**src/rtl/bootrom_line_fetch.sv**
```systemverilog
// Boot ROM line-fill engine: fetches one I-cache line as BEATS single classic
// Wishbone reads, then presents it to the cache with a valid/ack handshake.
module bootrom_line_fetch #(
  parameter int WID     = 64,
  parameter int BEATS   = 4,
  parameter int AW      = 18,
  parameter int TIMEOUT = 63
) (
  input  logic                 clk_i,
  input  logic                 rst_i,
  input  logic                 req_i,
  input  logic [AW-1:0]        req_adr_i,
  output logic                 req_rdy_o,
  output logic                 line_vld_o,
  input  logic                 line_ack_i,
  output logic [WID*BEATS-1:0] line_o,
  output logic [AW-1:0]        line_adr_o,
  output logic                 line_err_o,
  output logic                 m_cs_o,
  output logic                 m_cyc_o,
  output logic                 m_stb_o,
  output logic [2:0]           m_cti_o,
  output logic [AW-1:0]        m_adr_o,
  input  logic                 m_ack_i,
  input  logic [WID-1:0]       m_dat_i
);

  localparam int BB = WID / 8;
  localparam int LO = $clog2(BEATS * BB);
  localparam int BW = $clog2(BEATS);
  localparam int TW = $clog2(TIMEOUT + 1);

  localparam logic [BW-1:0] LAST_BEAT = BW'(BEATS - 1);
  localparam logic [TW-1:0] TMO_LAST  = TW'(TIMEOUT - 1);
  localparam logic [AW-1:0] BEAT_STEP = AW'(BB);

  typedef enum logic [1:0] {
    S_IDLE,
    S_BUS,
    S_GAP,
    S_DONE
  } state_t;

  state_t                     state;
  logic [BW-1:0]              beat;
  logic [TW-1:0]              tmo;
  logic                       bus_q;
  logic [BEATS-1:0][WID-1:0]  line_q;
  logic [AW-1:0]              base;
  logic                       unused_offset;

  // The line offset bits of the miss address never reach the ROM.
  assign base          = {req_adr_i[AW-1:LO], {LO{1'b0}}};
  assign unused_offset = ^req_adr_i[LO-1:0];

  assign m_cs_o  = bus_q;
  assign m_cyc_o = bus_q;
  assign m_stb_o = bus_q;
  assign m_cti_o = 3'b000;
  assign line_o  = line_q;

  always_ff @(posedge clk_i) begin
    if (!rst_i) begin
      state      <= S_IDLE;
      req_rdy_o  <= 1'b1;
      line_vld_o <= 1'b0;
      line_err_o <= 1'b0;
      bus_q      <= 1'b0;
      m_adr_o    <= '0;
      line_q     <= '0;
      line_adr_o <= '0;
      beat       <= '0;
      tmo        <= '0;
    end else begin
      case (state)
        S_IDLE: begin
          if (req_i) begin
            line_adr_o <= base;
            m_adr_o    <= base;
            beat       <= '0;
            tmo        <= '0;
            bus_q      <= 1'b1;
            req_rdy_o  <= 1'b0;
            state      <= S_BUS;
          end
        end
        S_BUS: begin
          // An ack arriving in the last allowed cycle still counts as success.
          if (m_ack_i) begin
            line_q[beat] <= m_dat_i;
            bus_q        <= 1'b0;
            state        <= S_GAP;
          end else if (tmo == TMO_LAST) begin
            bus_q      <= 1'b0;
            line_err_o <= 1'b1;
            line_vld_o <= 1'b1;
            state      <= S_DONE;
          end else begin
            tmo <= tmo + 1'b1;
          end
        end
        S_GAP: begin
          if (beat == LAST_BEAT) begin
            line_vld_o <= 1'b1;
            state      <= S_DONE;
          end else begin
            beat    <= beat + 1'b1;
            tmo     <= '0;
            m_adr_o <= m_adr_o + BEAT_STEP;
            bus_q   <= 1'b1;
            state   <= S_BUS;
          end
        end
        S_DONE: begin
          if (line_ack_i) begin
            line_vld_o <= 1'b0;
            line_err_o <= 1'b0;
            req_rdy_o  <= 1'b1;
            state      <= S_IDLE;
          end
        end
        default: state <= S_IDLE;
      endcase
    end
  end

  a_err_has_vld: assert property (@(posedge clk_i) disable iff (!rst_i)
    line_err_o |-> line_vld_o);

  a_rdy_only_idle: assert property (@(posedge clk_i) disable iff (!rst_i)
    req_rdy_o |-> (!m_stb_o && !line_vld_o));

  a_adr_stable: assert property (@(posedge clk_i) disable iff (!rst_i)
    (m_stb_o && !m_ack_i) |=> $stable(m_adr_o));

endmodule

```
**config.mk**
```make
export PLATFORM = sky130hd
export DESIGN_NAME = bootrom_line_fetch
export DESIGN_NICKNAME = d
export VERILOG_FILES = /design/src/rtl/bootrom_line_fetch.sv
export SDC_FILE = /design/constraint.sdc
export NUM_CORES = 1
export LEC_CHECK = 0
export CAP_MARGIN = 40
export CORE_MARGIN = 2
export CORE_UTILIZATION = 50
export CTS_BUF_LIST = sky130_fd_sc_hd__clkbuf_8
export DETAILED_ROUTE_END_ITERATION = 6
export PLACE_DENSITY = 0.9
export SLEW_MARGIN = 20
export SYNTH_ARGS = -nofsm -noshare
export SYNTH_HDL_FRONTEND = slang
export SYNTH_SLANG_ARGS = --single-unit
```
**constraint.sdc**
```tcl
create_clock -name clk_i -period 3.7 [get_ports clk_i]
set_clock_uncertainty 0.1 [all_clocks]
set_input_delay 0.37 -clock clk_i [delete_from_list [all_inputs] [get_ports clk_i]]
set_output_delay 0.37 -clock clk_i [all_outputs]
set_load 0.02 [all_outputs]
```
==> reports/qor.csv, run 1 <==
stage,metric,value,unit
floorplanning,Row Count,54,
worst_setup_path,Worst setup EP type,register,
yosys,Post-synth EDFFs,0,
clock_network,Root Driver,clkbuf_8,
yosys,synthesized flop and latch total,298,
placement,IO buf count,371,
power_and_ir_drop,Pwr Density,438,mW/mm²
yosys,Yosys Warn Count,0,
clock_network,clk slew on worst S/H paths,60,ps
clock_network,clock sink count,298,
clock_network,htree depth,2,
flow_run,Max Cap Viol,0,
worst_setup_path,FF-to-FF path depth,5,
route,per-cell routed wire length,17.8,µm
min_path,Hold Path Class,in2reg,
grt,first-pass GRT wire length,56.4,mm
worst_setup_path,reg2reg start,state[0]$_SDFFE_PN0P_,
finish,antenna diode count,0,
min_path,launch point of the worst hold path,req_adr_i[8],
route,DRT iter0 DRCs,744,
finish,layout cells sized above 1,0.0662,
route,router iterations before antenna repair,5,
power_and_ir_drop,cell-internal power,5.31,mW
worst_setup_path,Critical Path RT,4060,ps
clock_network,post-cts hold buffer count,0,
placement,Routability Congestion,0.838,
min_path,worst hold endpoint,line_adr_o[8]$_SDFFE_PN0P_,
grt,vias in the first global route,10800,
clock_network,Clock Tree Buf Depth,3,
timing,RSZ-0062 raised after global routing,false,
finish,area growth from synthesis to layout,42.4,%
finish,final non-filler cell total,2063,
power_and_ir_drop,leakage,5.43,nW
timing,Peak Freq,0.395,GHz
finish,most frequent cells in the layout,"564 x nand2_1, 371 x clkdlybuf4s50_1, 298 x dfxtp_1, 289 x a21oi_1, 66 x clkbuf_8",
placement,Placed Cells,1976,
worst_setup_path,reg2reg end,line_o[185]$_SDFFE_PN0P_,
yosys,Synth cell types,48,
power_and_ir_drop,net load switching power,1.68,mW
clock_network,Worst-Skew Late Latency,540,ps
yosys,"Async S/R FF share, synth",0,
floorplanning,DIE WIDTH,154,µm
timing,total negative slack,0,ps
power_and_ir_drop,VDD IR max,371,µV
timing,Final Hold Fails,0,
floorplanning,Boundary Pins,388,
finish,Nets,1840,
timing,crit share post-route,0.683,
placement,dpl hpwl,23.3,mm
grt,gr usage total,0.292,
yosys,Mapped Cells,1404,
floorplanning,core outline area,0.0219,mm²
power_and_ir_drop,Net Sw Frac,0.241,
clock_network,post-CTS sizing,0,
route,DRC,0,
yosys,syn_area_per_cell,7.97,µm²
yosys,sequential share of the synthesized area,0.533,
grt,initial antenna violation count,0,
clock_network,cts bufs inserted,47,
route,drt total wl,36.6,mm
run_status,status,completed,
worst_setup_path,"Arr. time, crit path",2890,ps
clock_network,total setup buffers inserted after CTS,0,
timing,final worst path period need,2530,ps
grt,total global routing overflow,0,
timing,Worst slew margin,0.491,
worst_setup_path,Setup CP Type,reg2reg,
min_path,WHS Path Cells,3,
floorplanning,die area,0.0236,mm²
power_and_ir_drop,combinational fraction of design power,0.083,
power_and_ir_drop,Clock power frac,0.442,
timing,Worst Tran Pin Value,761,ps
clock_network,CTS tree,done,
route,total number of vias,11300,
worst_setup_path,CP max FO,26,
grt,pin count of the biggest net entering global routing,115,
floorplanning,Starting Density,0.511,
worst_setup_path,reg2reg setup slack,1170,ps
yosys,Post-synth top flop,dfxtp_1,
floorplanning,Die H,154,µm
worst_setup_path,critical path startpoint category,register,
yosys,Mapped Area,0.0112,mm²
timing,Final Setup Violations,0,
power_and_ir_drop,Flop pwr share,0.475,
route,Avg Vias per Cell,5.46,
route,final antenna-violating net count,0,
finish,"commonest non-fill, non-tap cell in the layout",nand2_1,
timing,fin. max-slew vios,0,
[state kept, by name, summed over array words and instances, names as in the netlist]
signal	cells
line_adr_o	13
line_err_o	1
tmo	6
beat	2
m_adr_o	15
line_o	256
req_rdy_o	1
m_cs_o	1
state	2
line_vld_o	1
[how the worst max path moves through the flow]
stage	slack, ps	cells after the start	to	from
3_3_place_gp	950	6	line_o[55]$_SDFFE_PN0P_	m_ack_i
2_1_floorplan	2050	5	m_adr_o[17]$_SDFFE_PN0P_	m_adr_o[3]$_SDFFE_PN0P_
3_5_place_dp	900	6	line_o[39]$_SDFFE_PN0P_	m_ack_i
6_report	1170	5	line_o[185]$_SDFFE_PN0P_	state[0]$_SDFFE_PN0P_
4_1_cts	970	5	line_o[39]$_SDFFE_PN0P_	state[1]$_SDFFE_PN0P_
5_1_grt	960	5	line_o[185]$_SDFFE_PN0P_	state[0]$_SDFFE_PN0P_
[cells in the mapped netlist (3+ instances only)]
cell	number	area [µm²]
a221o_1	3	30.0
inv_1	4	15.0
o311ai_0	4	35.0
buf_6	30	338
ha_1	7	87.6
nand2b_1	5	31.3
buf_4	15	113
a21oi_1	289	1450
nand4_1	7	43.8
nor3b_2	3	37.5
nand3_1	10	50.1
clkbuf_1	39	146
nor2b_1	4	25.0
nor2_1	13	48.8
o211ai_1	4	30.0
and2_1	6	37.5
nor4_1	7	43.8
buf_2	6	30.0
a211oi_1	4	30.0
nand2_2	4	25.0
nor3b_1	4	30.0
o21ai_1	3	15.0
o21ai_0	12	60.1
buf_1	21	78.8
nand2_1	564	2120
a21o_1	5	37.5
nor3_1	7	35.0
dfxtp_1	298	5970
[power groups by stage]
| stage | logic [mW] | clock network [mW] | registers [mW] |
|---|---|---|---|
| 6_report | 0.580 | 3.09 | 3.32 |
| 3_3_place_gp | 0.555 | 0 | 3.38 |
| 3_5_place_dp | 0.564 | 0 | 3.38 |
| 5_1_grt | 0.616 | 3.28 | 3.32 |
| 2_1_floorplan | 0.226 | 0 | 3.44 |
| 4_1_cts | 0.572 | 3.12 | 3.31 |
[metal layers]
layer  vias up  wire (µm)  global-route usage  part of all wire
met5         -          0                   0                 0
met4         0       1990               0.152             0.054
met3       142       3300              0.0713             0.090
met2       628      17700               0.503              0.48
met1      5213      13600               0.338              0.37
li1       5273          -                   -                 -
[layout make-up]
type / count / area [µm²]
timing repair buffer: 394 / 3980
clock inverter: 20 / 165
clock buffer: 66 / 908
tap: 280 / 350
multi-input combinational: 1000 / 4550
inverter: 5 / 26.3
sequential: 298 / 5970
fill: 1486 / 5950
[cell families (layout without fill, tap and decap cells)]
family,count (synthesis),after routing,share of synthesized area
other cells,1,11,0.000335
simple gates,643,643,0.231
fa+ha+maj,7,7,0.00782
flops,298,298,0.533
compound gates,335,335,0.160
xor+xnor,2,2,0.00157
buf+inv,116,485,0.0647
mux,2,2,0.00190
[worst max-delay path: stages (launching register included)]
cell,delay (ps)
dfxtp_1,650
and3b_1,440
and2_2,600
buf_4,410
nand2_1,110
a21oi_1,140
[per-stage QoR]
stage                     hold WS [ps]  setup WS (ps)  total power, mW  cell area, µm²   util
after floorplan                    358           2050             3.67           11200      -
after global placement             340            951             3.94           14800  0.678
after detailed placement           346            900             3.95           14800  0.678
after CTS                          296            966             7.01           15900  0.727
after global routing               334            961             7.22           15900  0.728
final                              324           1170             6.99           15900  0.728
No activity file was read; power rests on OpenSTA's default activity.
==> inputs of run 2 (changes only) <==
Settings changed: CORE_UTILIZATION 50 to 42, PLACE_DENSITY 0.9 to 0.81.
Clock period 3.7 ns to 2.3 ns, I/O delays scaled along.
==> run 2 against run 1 <==
Effect of this change:
- the run now ends with DRC left
- sequential cell count unchanged
- combinational power increased by 63%
- first-iteration DRC count increased by 0.94%
- critical endpoint is now m_adr_o[7]
- cell count increased by 3.2%
- register-to-register slack got worse by 770 ps
- non-clock buffer count increased by 11
- die area increased by 19%
- critical path type is now reg2out
- cell area increased by 1.2%
- sequential share of layout area decreased by 0.45 points
- count of clock-buffer cells in the layout unchanged
==> reports/qor.csv, run 2 (same netlist as run 1, synthesis figures left out) <==
stage,metric,value,unit,change
run_status,status,"finished, violations left",,
run_status,failing checks,DRC,,
placement,Placed Cells,2043,,+3.4%
clock_network,htree depth,2,,unchanged
grt,initial antenna violation count,0,,unchanged
grt,met2 GRT Util,0.414,,-0.0890
worst_setup_path,"Largest delay share family, worst path",buffers and inverters,,
finish,"commonest non-fill, non-tap cell in the layout",nand2_1,,
grt,vias in the first global route,10500,,-3.1%
clock_network,Worst-Skew Late Latency,560,ps,+20 ps
clock_network,total setup buffers inserted after CTS,0,,unchanged
timing,RSZ-0062 raised after global routing,false,,
floorplanning,Boundary Pins,388,,unchanged
clock_network,post-CTS sizing,0,,unchanged
grt,pin count of the biggest net entering global routing,58,,-50%
placement,dpl hpwl,23.2,mm,-0.65%
power_and_ir_drop,Flop pwr share,0.481,,+0.006
floorplanning,DIE WIDTH,167,µm,+8.9%
route,DRT iter0 DRCs,751,,+0.94%
power_and_ir_drop,Net Sw Frac,0.247,,+0.00592
route,final antenna-violating net count,0,,unchanged
clock_network,clock sink count,298,,unchanged
route,router iterations before antenna repair,7,,+2
grt,first-pass GRT wire length,55.8,mm,-0.94%
worst_setup_path,reg2reg end,m_adr_o[17]$_SDFFE_PN0P_,,
worst_setup_path,CP Launch Point,m_adr_o[7]$_SDFFE_PN0P_,,
clock_network,Clock Tree Buf Depth,3,,unchanged
min_path,WHS Path Cells,3,,unchanged
timing,crit share post-route,0.896,,
power_and_ir_drop,combinational fraction of design power,0.086,,+0.003
floorplanning,die area,0.0280,mm²,+19%
route,Avg Vias per Cell,5.21,,-4.6%
placement,IO buf count,371,,unchanged
worst_setup_path,worst-path cell chain,clkdlybuf4s50_1,,
route,per-cell routed wire length,16.7,µm,-5.8%
worst_setup_path,CP max stage cell,clkdlybuf4s50_1,,
route,drt total wl,35.6,mm,-2.7%
worst_setup_path,Worst setup EP type,primary output,,
timing,Final Hold Fails,0,,unchanged
timing,Worst slew margin,0.607,,+0.116
timing,Peak Freq,0.485,GHz,
worst_setup_path,critical path startpoint category,register,,
worst_setup_path,crit-path max cell delay,670,ps,+20 ps
finish,antenna diode count,0,,unchanged
flow_run,Max Cap Viol,0,,unchanged
grt,gr usage total,0.244,,-0.0480
worst_setup_path,FF-to-FF path depth,5,,unchanged
grt,total global routing overflow,0,,unchanged
finish,Nets,1852,,+0.65%
min_path,launch point of the worst hold path,req_adr_i[5],,
timing,Worst Tran Pin Value,589,ps,-172 ps
clock_network,cts bufs inserted,48,,+2.1%
finish,max reg flops,256,,unchanged
grt,met3 GRT Util,0.0586,,-0.0127
worst_setup_path,reg2reg start,m_adr_o[3]$_SDFFE_PN0P_,,
finish,area growth from synthesis to layout,44.2,%,
worst_setup_path,Setup CP Type,reg2out,,
clock_network,CTS tree,done,,
power_and_ir_drop,cell-internal power,8.34,mW,+57%
finish,layout cells sized above 1,0.0708,,+0.00457
route,DRC,28,,+28
worst_setup_path,count of buffer and inverter cells on the critical path,1,,unchanged
grt,GRT busiest layer,met2,,
clock_network,post-cts hold buffer count,0,,unchanged
power_and_ir_drop,net load switching power,2.73,mW,+62%
power_and_ir_drop,leakage,5.49,nW,+1.1%
floorplanning,Starting Density,0.428,,-0.0830
worst_setup_path,reg2reg setup slack,400,ps,-770 ps
finish,final non-filler cell total,2130,,+3.2%
timing,total negative slack,0,ps,unchanged
worst_setup_path,CP max FO,8,,-69%
power_and_ir_drop,VDD IR max,479,µV,+29%
min_path,Hold Path Class,in2reg,,
clock_network,clk slew on worst S/H paths,60,ps,about the same
finish,most frequent cells in the layout,"564 x nand2_1, 371 x clkdlybuf4s50_1, 298 x dfxtp_1, 289 x a21oi_1, 66 x clkbuf_8",,
route,total number of vias,11100,,-1.5%
floorplanning,core outline area,0.0261,mm²,+19%
clock_network,Root Driver,clkbuf_8,,
floorplanning,Row Count,59,,+9.3%
floorplanning,Die H,167,µm,+8.9%
timing,final worst path period need,2060,ps,
grt,GRT met1 Usage,0.297,,-0.0406
worst_setup_path,"Arr. time, crit path",1730,ps,-1160 ps
min_path,worst hold endpoint,line_adr_o[5]$_SDFFE_PN0P_,,
power_and_ir_drop,Clock power frac,0.433,,-0.009
power_and_ir_drop,Pwr Density,686,mW/mm²,+57%
timing,fin. max-slew vios,0,,unchanged
worst_setup_path,Critical Path RT,1970,ps,-2090 ps
placement,Routability Congestion,0.811,,-3.2%
timing,Final Setup Violations,0,,unchanged
[run 2: stage by stage]
stage                     instance area, µm²  hold WS, ps  worst slack, ps  utilization  power, mW
after floorplan                        11200          266              652            -       5.90
after global placement                 15100          340              275        0.578       6.37
after detailed placement               15100          345              172        0.578       6.38
after CTS                              16100          136              200        0.618       11.2
after global routing                   16100          147              145        0.618       11.5
final                                  16100          159              238        0.618       11.1
[run 2: how the worst max path moves through the flow]
stage / endpoint / depth (start not counted) / slack [ps]
2_1_floorplan: m_adr_o[17]$_SDFFE_PN0P_ / 5 / 650
3_3_place_gp: line_o[196]$_SDFFE_PN0P_ / 6 / 270
3_5_place_dp: line_o[159]$_SDFFE_PN0P_ / 6 / 170
4_1_cts: m_adr_o[7] / 1 / 200
5_1_grt: m_adr_o[7] / 1 / 140
6_report: m_adr_o[7] / 1 / 240
[run 2: layout make-up]
class                      count  area [µm²]
clock inverter                21         129
clock buffer                  66         908
inverter                       5        26.3
tap                          335         419
multi-input combinational   1000        4550
fill                        2206        9990
sequential                   298        5970
timing repair buffer         405        4140
[run 2: power groups by stage]
stage	Combinational, mW	Sequential [mW]	Clock (mW)
after floorplan	0.363	5.53	0
after global placement	0.931	5.44	0
after detailed placement	0.939	5.44	0
after CTS	0.945	5.33	4.89
after global routing	1.01	5.34	5.13
final	0.948	5.33	4.79
[run 2: metal layers]
| layer | vias to the layer above | wire [µm] | part of all wire |
|---|---|---|---|
| met5 | - | 0 | 0 |
| met4 | 0 | 1530 | 0.043 |
| met3 | 94 | 3080 | 0.086 |
| met2 | 522 | 16800 | 0.47 |
| met1 | 5186 | 14200 | 0.40 |
| li1 | 5289 | - | - |
